File: config.mk
export PLATFORM = sky130hd
export DESIGN_NAME = game_session_fsm
export DESIGN_NICKNAME = d
export VERILOG_FILES = /design/src/rtl/game_session_fsm.sv
export SDC_FILE = /design/constraint.sdc
export NUM_CORES = 1
export LEC_CHECK = 0
export BUFFER_PORTS_ARGS = -buffer_cell sky130_fd_sc_hd__buf_2
export CORE_MARGIN = 8
export CORE_UTILIZATION = 62
export DETAILED_ROUTE_END_ITERATION = 8
export MAX_ROUTING_LAYER = met4
export PLACE_DENSITY = 0.91
export SLEW_MARGIN = 40
export SYNTH_ARGS = -nofsm -noshare
export SYNTH_HDL_FRONTEND = slang
export SYNTH_SLANG_ARGS = --single-unit
export TNS_END_PERCENT = 100
File: constraint.sdc
create_clock -name clk_in -period 4.7 [get_ports clk_in]
set_input_delay 0.94 -clock clk_in [delete_from_list [all_inputs] [get_ports clk_in]]
set_output_delay 0.94 -clock clk_in [all_outputs]
set_load 0.1 [all_outputs]
File: src/rtl/game_session_fsm.sv
// rtl/game_session_fsm.sv - runner game-session controller: countdown, play, pause, grace, lives and scoring
module game_session_fsm #(
    parameter int SCORE_W         = 12,
    parameter int LIVES           = 3,
    parameter int LIVES_W         = 2,
    parameter int COUNTDOWN_TICKS = 3,
    parameter int GRACE_TICKS     = 2
) (
    input  logic               clk_in,
    input  logic               rst_n_in,
    input  logic               pulse,
    input  logic               died,
    input  logic               jump,
    input  logic               pause_btn,
    output logic               playing,
    output logic               paused,
    output logic               game_over,
    output logic               reset_game,
    output logic               invulnerable,
    output logic [7:0]         countdown,
    output logic [LIVES_W-1:0] lives_left,
    output logic [SCORE_W-1:0] time_alive,
    output logic [SCORE_W-1:0] high_score,
    output logic               new_high_score
);

    typedef enum logic [2:0] {
        S_IDLE      = 3'd0,
        S_COUNTDOWN = 3'd1,
        S_PLAYING   = 3'd2,
        S_GRACE     = 3'd3,
        S_PAUSED    = 3'd4,
        S_GAMEOVER  = 3'd5
    } state_t;

    state_t               r_state;
    logic                 r_jump_q;
    logic                 r_pause_q;
    logic [7:0]           r_grace;
    logic                 r_playing;
    logic                 r_paused;
    logic                 r_game_over;
    logic                 r_reset_game;
    logic                 r_invuln;
    logic [7:0]           r_countdown;
    logic [LIVES_W-1:0]   r_lives;
    logic [SCORE_W-1:0]   r_time;
    logic [SCORE_W-1:0]   r_high;
    logic                 r_new_high;

    logic                 w_jump_rise;
    logic                 w_pause_rise;
    logic [SCORE_W-1:0]   w_score_inc;
    logic [SCORE_W-1:0]   w_score_next;

    assign w_jump_rise  = jump & ~r_jump_q;
    assign w_pause_rise = pause_btn & ~r_pause_q;
    assign w_score_inc  = (r_time == {SCORE_W{1'b1}}) ? r_time : r_time + SCORE_W'(1);
    // Score including a pulse landing this cycle; also the final score on the last death
    assign w_score_next = pulse ? w_score_inc : r_time;

    always_ff @(posedge clk_in or negedge rst_n_in) begin
        if (!rst_n_in) begin
            // Edge history resets high so a button held through reset is ignored
            r_state      <= S_IDLE;
            r_jump_q     <= 1'b1;
            r_pause_q    <= 1'b1;
            r_grace      <= '0;
            r_playing    <= 1'b0;
            r_paused     <= 1'b0;
            r_game_over  <= 1'b0;
            r_reset_game <= 1'b1;
            r_invuln     <= 1'b0;
            r_countdown  <= '0;
            r_lives      <= LIVES_W'(LIVES);
            r_time       <= '0;
            r_high       <= '0;
            r_new_high   <= 1'b0;
        end else begin
            r_jump_q  <= jump;
            r_pause_q <= pause_btn;
            case (r_state)
                S_IDLE: begin
                    if (w_jump_rise) begin
                        r_reset_game <= 1'b0;
                        r_time       <= '0;
                        r_lives      <= LIVES_W'(LIVES);
                        if (COUNTDOWN_TICKS == 0) begin
                            r_state   <= S_PLAYING;
                            r_playing <= 1'b1;
                        end else begin
                            r_state     <= S_COUNTDOWN;
                            r_countdown <= 8'(COUNTDOWN_TICKS);
                        end
                    end
                end
                S_COUNTDOWN: begin
                    if (pulse) begin
                        r_countdown <= r_countdown - 8'd1;
                        if (r_countdown == 8'd1) begin
                            r_state   <= S_PLAYING;
                            r_playing <= 1'b1;
                        end
                    end
                end
                S_PLAYING: begin
                    r_time <= w_score_next;
                    if (died) begin
                        if (r_lives > LIVES_W'(1)) begin
                            r_lives <= r_lives - LIVES_W'(1);
                            if (GRACE_TICKS != 0) begin
                                r_state  <= S_GRACE;
                                r_invuln <= 1'b1;
                                r_grace  <= 8'(GRACE_TICKS);
                            end
                        end else begin
                            r_lives     <= '0;
                            r_state     <= S_GAMEOVER;
                            r_playing   <= 1'b0;
                            r_game_over <= 1'b1;
                            if (w_score_next > r_high) begin
                                r_high     <= w_score_next;
                                r_new_high <= 1'b1;
                            end else begin
                                r_new_high <= 1'b0;
                            end
                        end
                    end else if (w_pause_rise) begin
                        r_state   <= S_PAUSED;
                        r_playing <= 1'b0;
                        r_paused  <= 1'b1;
                    end
                end
                S_GRACE: begin
                    if (pulse) begin
                        r_time  <= w_score_inc;
                        r_grace <= r_grace - 8'd1;
                        if (r_grace == 8'd1) begin
                            r_state  <= S_PLAYING;
                            r_invuln <= 1'b0;
                        end
                    end
                end
                S_PAUSED: begin
                    if (w_pause_rise) begin
                        r_state   <= S_PLAYING;
                        r_paused  <= 1'b0;
                        r_playing <= 1'b1;
                    end
                end
                S_GAMEOVER: begin
                    if (w_jump_rise) begin
                        r_state      <= S_IDLE;
                        r_game_over  <= 1'b0;
                        r_new_high   <= 1'b0;
                        r_reset_game <= 1'b1;
                    end
                end
                default: begin
                    r_state      <= S_IDLE;
                    r_playing    <= 1'b0;
                    r_paused     <= 1'b0;
                    r_game_over  <= 1'b0;
                    r_reset_game <= 1'b1;
                    r_invuln     <= 1'b0;
                    r_countdown  <= '0;
                    r_new_high   <= 1'b0;
                end
            endcase
        end
    end

    assign playing        = r_playing;
    assign paused         = r_paused;
    assign game_over      = r_game_over;
    assign reset_game     = r_reset_game;
    assign invulnerable   = r_invuln;
    assign countdown      = r_countdown;
    assign lives_left     = r_lives;
    assign time_alive     = r_time;
    assign high_score     = r_high;
    assign new_high_score = r_new_high;

endmodule

# Word-level counts from Yosys, hierarchy flattened
# Index checks and enable logic that the tools add are counted.
# Widths: inputs -> output; s select.
word_totals:
  elab_cells: 125
  register_bits: 53
  input_bits: 6
  output_inout_bits: 40
classes:
  bitwise: 11
  addsub: 4
  n_lt_le_gt_ge: 2
  n_mux: 50
  n_eq_ne: 22
  reduce_logical: 22
ops:
  columns: ["operator", "count"]
  rows:
  - ["$mux 8", 5]
  - ["$mux 12", 3]
  - ["$mux 3", 10]
  - ["$ne 2x2->1 const B", 12]
  - ["$pmux 12 s2", 1]
  - ["$pmux 8 s3", 1]
  - ["$reduce_or 4->1", 5]
  - ["$mux 1", 18]
  - ["$pmux 3 s6", 1]
  - ["$eq 8x1->1 const B", 2]
  - ["$pmux 8 s2", 1]
  - ["$reduce_and 4->1", 4]
  - ["$sub 8x1->8 const B", 2]
  - ["$pmux 1 s3", 5]
  - ["$add 12x1->12 const B", 1]
  - ["$eq 12x12->1 const B", 1]
  - ["$gt 12x12->1", 1]
  - ["$not 1->1", 9]
  - ["$reduce_and 3->1", 3]
  - ["$reduce_and 8->1", 1]
  - ["$eq 3x2->1 const B", 2]
  - ["$eq 3x3->1 const B", 2]
  - ["$mux 2", 3]
  - ["$ne 3x3->1 const B", 2]
  - ["13 further kinds", 16]

# Longest topological paths before layout
logic_depth:
  word_depth: 8
  mapped_depth: 13
  ltp_nobuf: 12

# Worst setup path after synthesis
# No wires, ideal clock.
synth_timing:
  path_type: "register -> register"
  from: "reg r_time[0] (netlist: time_alive[0])"
  to: "reg r_high[3] (netlist: high_score[3])"
  setup_time_ps: 126
  t_required_ps: 4574
  t_arrival_ps: 3652
  path_slack_ps: 922
  period_less_slack_ps: 3778
  stages_incl_launch_ff: 12
  cell_sequence: "dfrtp_1 > ha_1 > inv_1 > o41ai_4 > mux2_4 > ha_1 > nand2b_1 > a211oi_2 > nor3_1 > nor3_2 > buf_6 > mux2_4"
synth_via:
  elab_chain_cells: 5
synth_rtl:
  columns: ["item", "line", "text"]
  rows:
  - ["start: declaration", "47", "logic [SCORE_W-1:0] r_time;"]
  - ["start signal: assignment", "107", "r_time <= w_score_next;"]
  - ["start signal: assignment", "136", "r_time <= w_score_inc;"]
  - ["$add 12x1->12 or $eq 12x12->1 (tied branches)", "58", "assign w_score_inc = (r_time == {SCORE_W{1'b1}}) ? r_time : r_time + SCORE_W'(1);"]
  - ["$mux 12 *", "58", null]
  - ["$mux 12 *", null, null]
  - ["via w_score_next[1]", "54", "logic [SCORE_W-1:0] w_score_next;"]
  - ["$gt 12x12->1 *", "121", "if (w_score_next > r_high) begin"]
  - ["$reduce_and 4->1 (no source line) *", null, null]
  - ["end signal: assignment", "122", "r_high <= w_score_next;"]
  - ["end: declaration", "48", "logic [SCORE_W-1:0] r_high;"]
# Mark *: on every way through the listed nets, which the timed path passes. The rest lies on a longest branch.
# A chain may end at the register's enable or synchronous reset.

# Worst setup path in the final report
layout_timing:
  from: "in pulse"
  to: "reg r_high[2] (netlist: high_score[2])"
layout_via:
  elab_chain_cells: 3
layout_rtl:
  columns: ["item", "line", "text"]
  rows:
  - ["start: declaration", "11", "input logic pulse,"]
  - ["$mux 12", null, null]
  - ["via w_score_next[11]", "54", null]
  - ["$gt 12x12->1", "121", null]
  - ["$reduce_and 4->1 (no source line)", null, null]
# The timed path passes the listed nets, and every way through them passes these cells.

==> qor.csv <==
stage,metric,value,unit
status,status,"complete, no violations",
cts,clk_latency,310,ps
global_routing,grt_pass1_vias,2876,
setup_path,startpoint,pulse,
cts,htree_num_levels,2,
logic_synthesis,syn-num-nets,380,
power_and_ir_drop,pwr-share-clk,12.9,%
global_routing,grt_pass1_wl,13200,um
setup_path,crit_end,high_score[2]$_DFFE_PN0P_,
logic_synthesis,synth-seq-cells,53,
logic_synthesis,yosys.area_share.simple,19.7,%
cts,cts.clk_slew.worst_paths,90,ps
placement,dp_hpwl,5890,um
placement,io_buffers,45,
logic_synthesis,yosys.area.top_type,dfrtp_1,
placement,dp_cells,466,
global_routing,antenna_found_initial,0,
cts,cts_tree,built,
setup_path,rrSetupSlack,1020,ps
sta,drv_slew,0,
logic_synthesis,seq_area_frac_synth,39.7,%
sta,finalCriticalPeriod,3840,ps
logic_synthesis,synth.area.mux_share,7.71,%
sta,setup_viol,0,
cells_and_area,drive_gt1_share,22.4,%
logic_synthesis,ys.flop_type,dfrtp_1,
power_and_ir_drop,switchingPower,1.17,mW
die,io_pins,46,
logic_synthesis,synth_top_family_by_area,simple AND/OR/NAND/NOR gates,
setup_path,critPathLaunchType,input port,
die,die_w,89.6,um
power_and_ir_drop,p_leak,1.86,nW
setup_path,worst_ep_arrival_time,4030,ps
cells_and_area,instances_no_fill,474,
setup_path,r2r_cells,11,
logic_synthesis,ys_top_cells_by_count,"48 x dfrtp_1, 32 x inv_1, 32 x nand2_1",
power_and_ir_drop,ir_drop,492,uV
setup_path,worstPathRequired,4890,ps
detailed_routing,wirelength,7930,um
hold_path,hold_path_class,reg2reg,
power_and_ir_drop,internal_power,1.01,mW
global_routing,grt_max_degree,54,
sta,hold_violations,0,
setup_path,path_max_fanout,13,
cells_and_area,antennaDiodeCount,0,
cells_and_area,layout.core_utilization,69.9,%
sta,fin_tns_setup,0,ps
cells_and_area,stdcell_area,0.00375,sq mm
logic_synthesis,yosysTopAreaCellShare,35.7,%
power_and_ir_drop,p_sw_share,53.8,%
detailed_routing,first_iter_violations,162,
setup_path,timing.rr.end,high_score[2]$_DFFE_PN0P_,
sta,grt_setup_unrepaired,false,
logic_synthesis,synthTopCellsByArea,"dfrtp_1 36%, ha_1 7.4%, o21ai_0 4.3%",
die,rows,27,
global_routing,overflow,0,
detailed_routing,wl_per_cell,16.7,um
sta,clock_skew,8.28,ps
cells_and_area,fillCellCount,428,
cts,numCtsBuffers,5,
logic_synthesis,netlist_area,0.00336,sq mm
logic_synthesis,synth_xor_area_share,1.30,%
cts,root_buffer,clkbuf_8,
cts,postCtsResizedCells,0,
cells_and_area,syn_to_final_growth,11.7,%
logic_synthesis,avgSynthCellArea,9.49,sq um
sta,max_slew_margin,52.2,%
global_routing,grt_usage,21.6,%
cts,cts_setup_buffers,0,
placement,placed_area,0.00365,sq mm
sta,max_freq,0.261,GHz
placement,gp_congestion,0.915,
detailed_routing,drt_pass1_iterations,5,
detailed_routing,ant_nets,0,
cts,hold_buffers,0,
logic_synthesis,synthAdderAreaFrac,7.45,%
die,dieHeight,89.6,um
die,fp.dieArea,0.00803,sq mm
power_and_ir_drop,p_comb_share,54.5,%
detailed_routing,num_vias,2876,
power_and_ir_drop,powerDensity,581,mW/mm^2
sta,tightest_slew,716,ps
logic_synthesis,ys_async_sr_fraction,100,%
setup_path,r2r-start,time_alive[0]$_DFFE_PN0P_,
detailed_routing,drc,0,
job,cap_violations,0,
power_and_ir_drop,p_seq_share,32.6,%
die,core_area,0.00537,sq mm
detailed_routing,viasPerCell,6.07,
sta,post-route-period-util,81.7,%
die,start_util,62.6,%
setup_path,critical_path_class,in2reg,
cts,cts.path.max_buffers,2,
setup_path,worst_setup_path_end_kind,register,
cts,clock-sinks,53,
power_and_ir_drop,total_power,2.18,mW
cells_and_area,layout.nets,427,
logic_synthesis,synth_most_common_cell,dfrtp_1,
logic_synthesis,yosys_warnings,0,
logic_synthesis,synth_compound_gate_area_share,19.2,%
logic_synthesis,synthCells,354,
logic_synthesis,synth-edff-count,0,
logic_synthesis,yosysUniqueCellTypes,62,
stage by stage:
stage | hold slack [ps] | worst slack, ps
global route | 506 | 760
detailed placement | 462 | 610
CTS | 483 | 927
global placement | 457 | 798
finish | 478 | 861
floorplan | 445 | 922
worst min path at each step:
stage,from,endpoint,slack (ps),cells after the start
floorplan,r_grace[6]$_DFFE_PN0P_,r_grace[6]$_DFFE_PN0P_,450,1
global route,new_high_score$_DFFE_PN0P_,new_high_score$_DFFE_PN0P_,510,1
global placement,new_high_score$_DFFE_PN0P_,new_high_score$_DFFE_PN0P_,460,1
CTS,new_high_score$_DFFE_PN0P_,new_high_score$_DFFE_PN0P_,480,1
finish,new_high_score$_DFFE_PN0P_,new_high_score$_DFFE_PN0P_,480,1
detailed placement,new_high_score$_DFFE_PN0P_,new_high_score$_DFFE_PN0P_,460,1
power groups by stage:
stage	Sequential [mW]	Clock (mW)	Combinational, mW
final	0.710	0.282	1.19
after global routing	0.726	0.304	1.28
after CTS	0.704	0.289	1.19
after detailed placement	0.710	0	1.18
after global placement	0.705	0	1.14
after floorplan	1.08	0	0.583
worst max-delay path: stages:
cell and delay (ps):
buf_2 260, nand2_1 180, nor4_4 310, and3_1 230
mux2_4 330, ha_1 320, nand2_1 80, o211ai_1 190
o41ai_1 130, nor3_2 400, buf_4 300, mux2_2 360
final cells by class:
cell class	count	area, sq um	share of cell area, %
clock buffers	7	96.3	2.57
clock inverters	1	5.00	0.133
inverters	32	120	3.20
multi-input cells	261	1860	49.5
flip-flops and latches	53	1330	35.5
well taps	72	90.1	2.40
repair buffers	48	251	6.70
cells in the final DEF (no fill, tap or decap), drive strengths merged, types with 3 or more instances in the layout:
| cell type | netlist | layout |
|---|---|---|
| nor3 | 8 | 8 |
| dfstp | 5 | 5 |
| nand3 | 22 | 22 |
| buf | 7 | 48 |
| xor2 | 5 | 5 |
| ha | 20 | 20 |
| nand2b | 4 | 4 |
| mux2 | 13 | 13 |
| nor2 | 26 | 26 |
| nor4 | 4 | 4 |
| dfrtp | 48 | 48 |
| o21ai | 30 | 30 |
| mux2i | 9 | 9 |
| inv | 32 | 32 |
| nand4 | 7 | 7 |
| and3 | 5 | 5 |
| clkbuf | 1 | 7 |
| o31ai | 4 | 4 |
| nor2b | 6 | 6 |
| nand2 | 32 | 32 |
| a21o | 8 | 8 |
| a21oi | 17 | 17 |
| o41ai | 4 | 4 |
| o21a | 3 | 3 |
| a31oi | 3 | 3 |
sequential cells by signal, summed over array words and instances, names as in the netlist, 2 cells and up:
register,cells
countdown,8
r_state,3
time_alive,12
r_grace,8
lives_left,2
high_score,12
cells by family after synthesis:
group                    Yosys count
XOR/XNOR                           5
adder cells (fa/ha/maj)           20
buffers and inverters             40
AO/OA/AOI/OAI                     90
AND/OR/NAND/NOR                  124
flip-flops                        53
multiplexers                      22
metal layers:
layer  wire length, um  global-route usage, %  vias to the layer above
li1                  -                      -                     1370
met1              3540                   26.0                     1389
met2              3770                   34.0                       92
met3               377                   3.64                       25
met4               240                   11.9                        0
met5                 0                      -                        -
No activity file was read; power rests on OpenSTA's default activity.
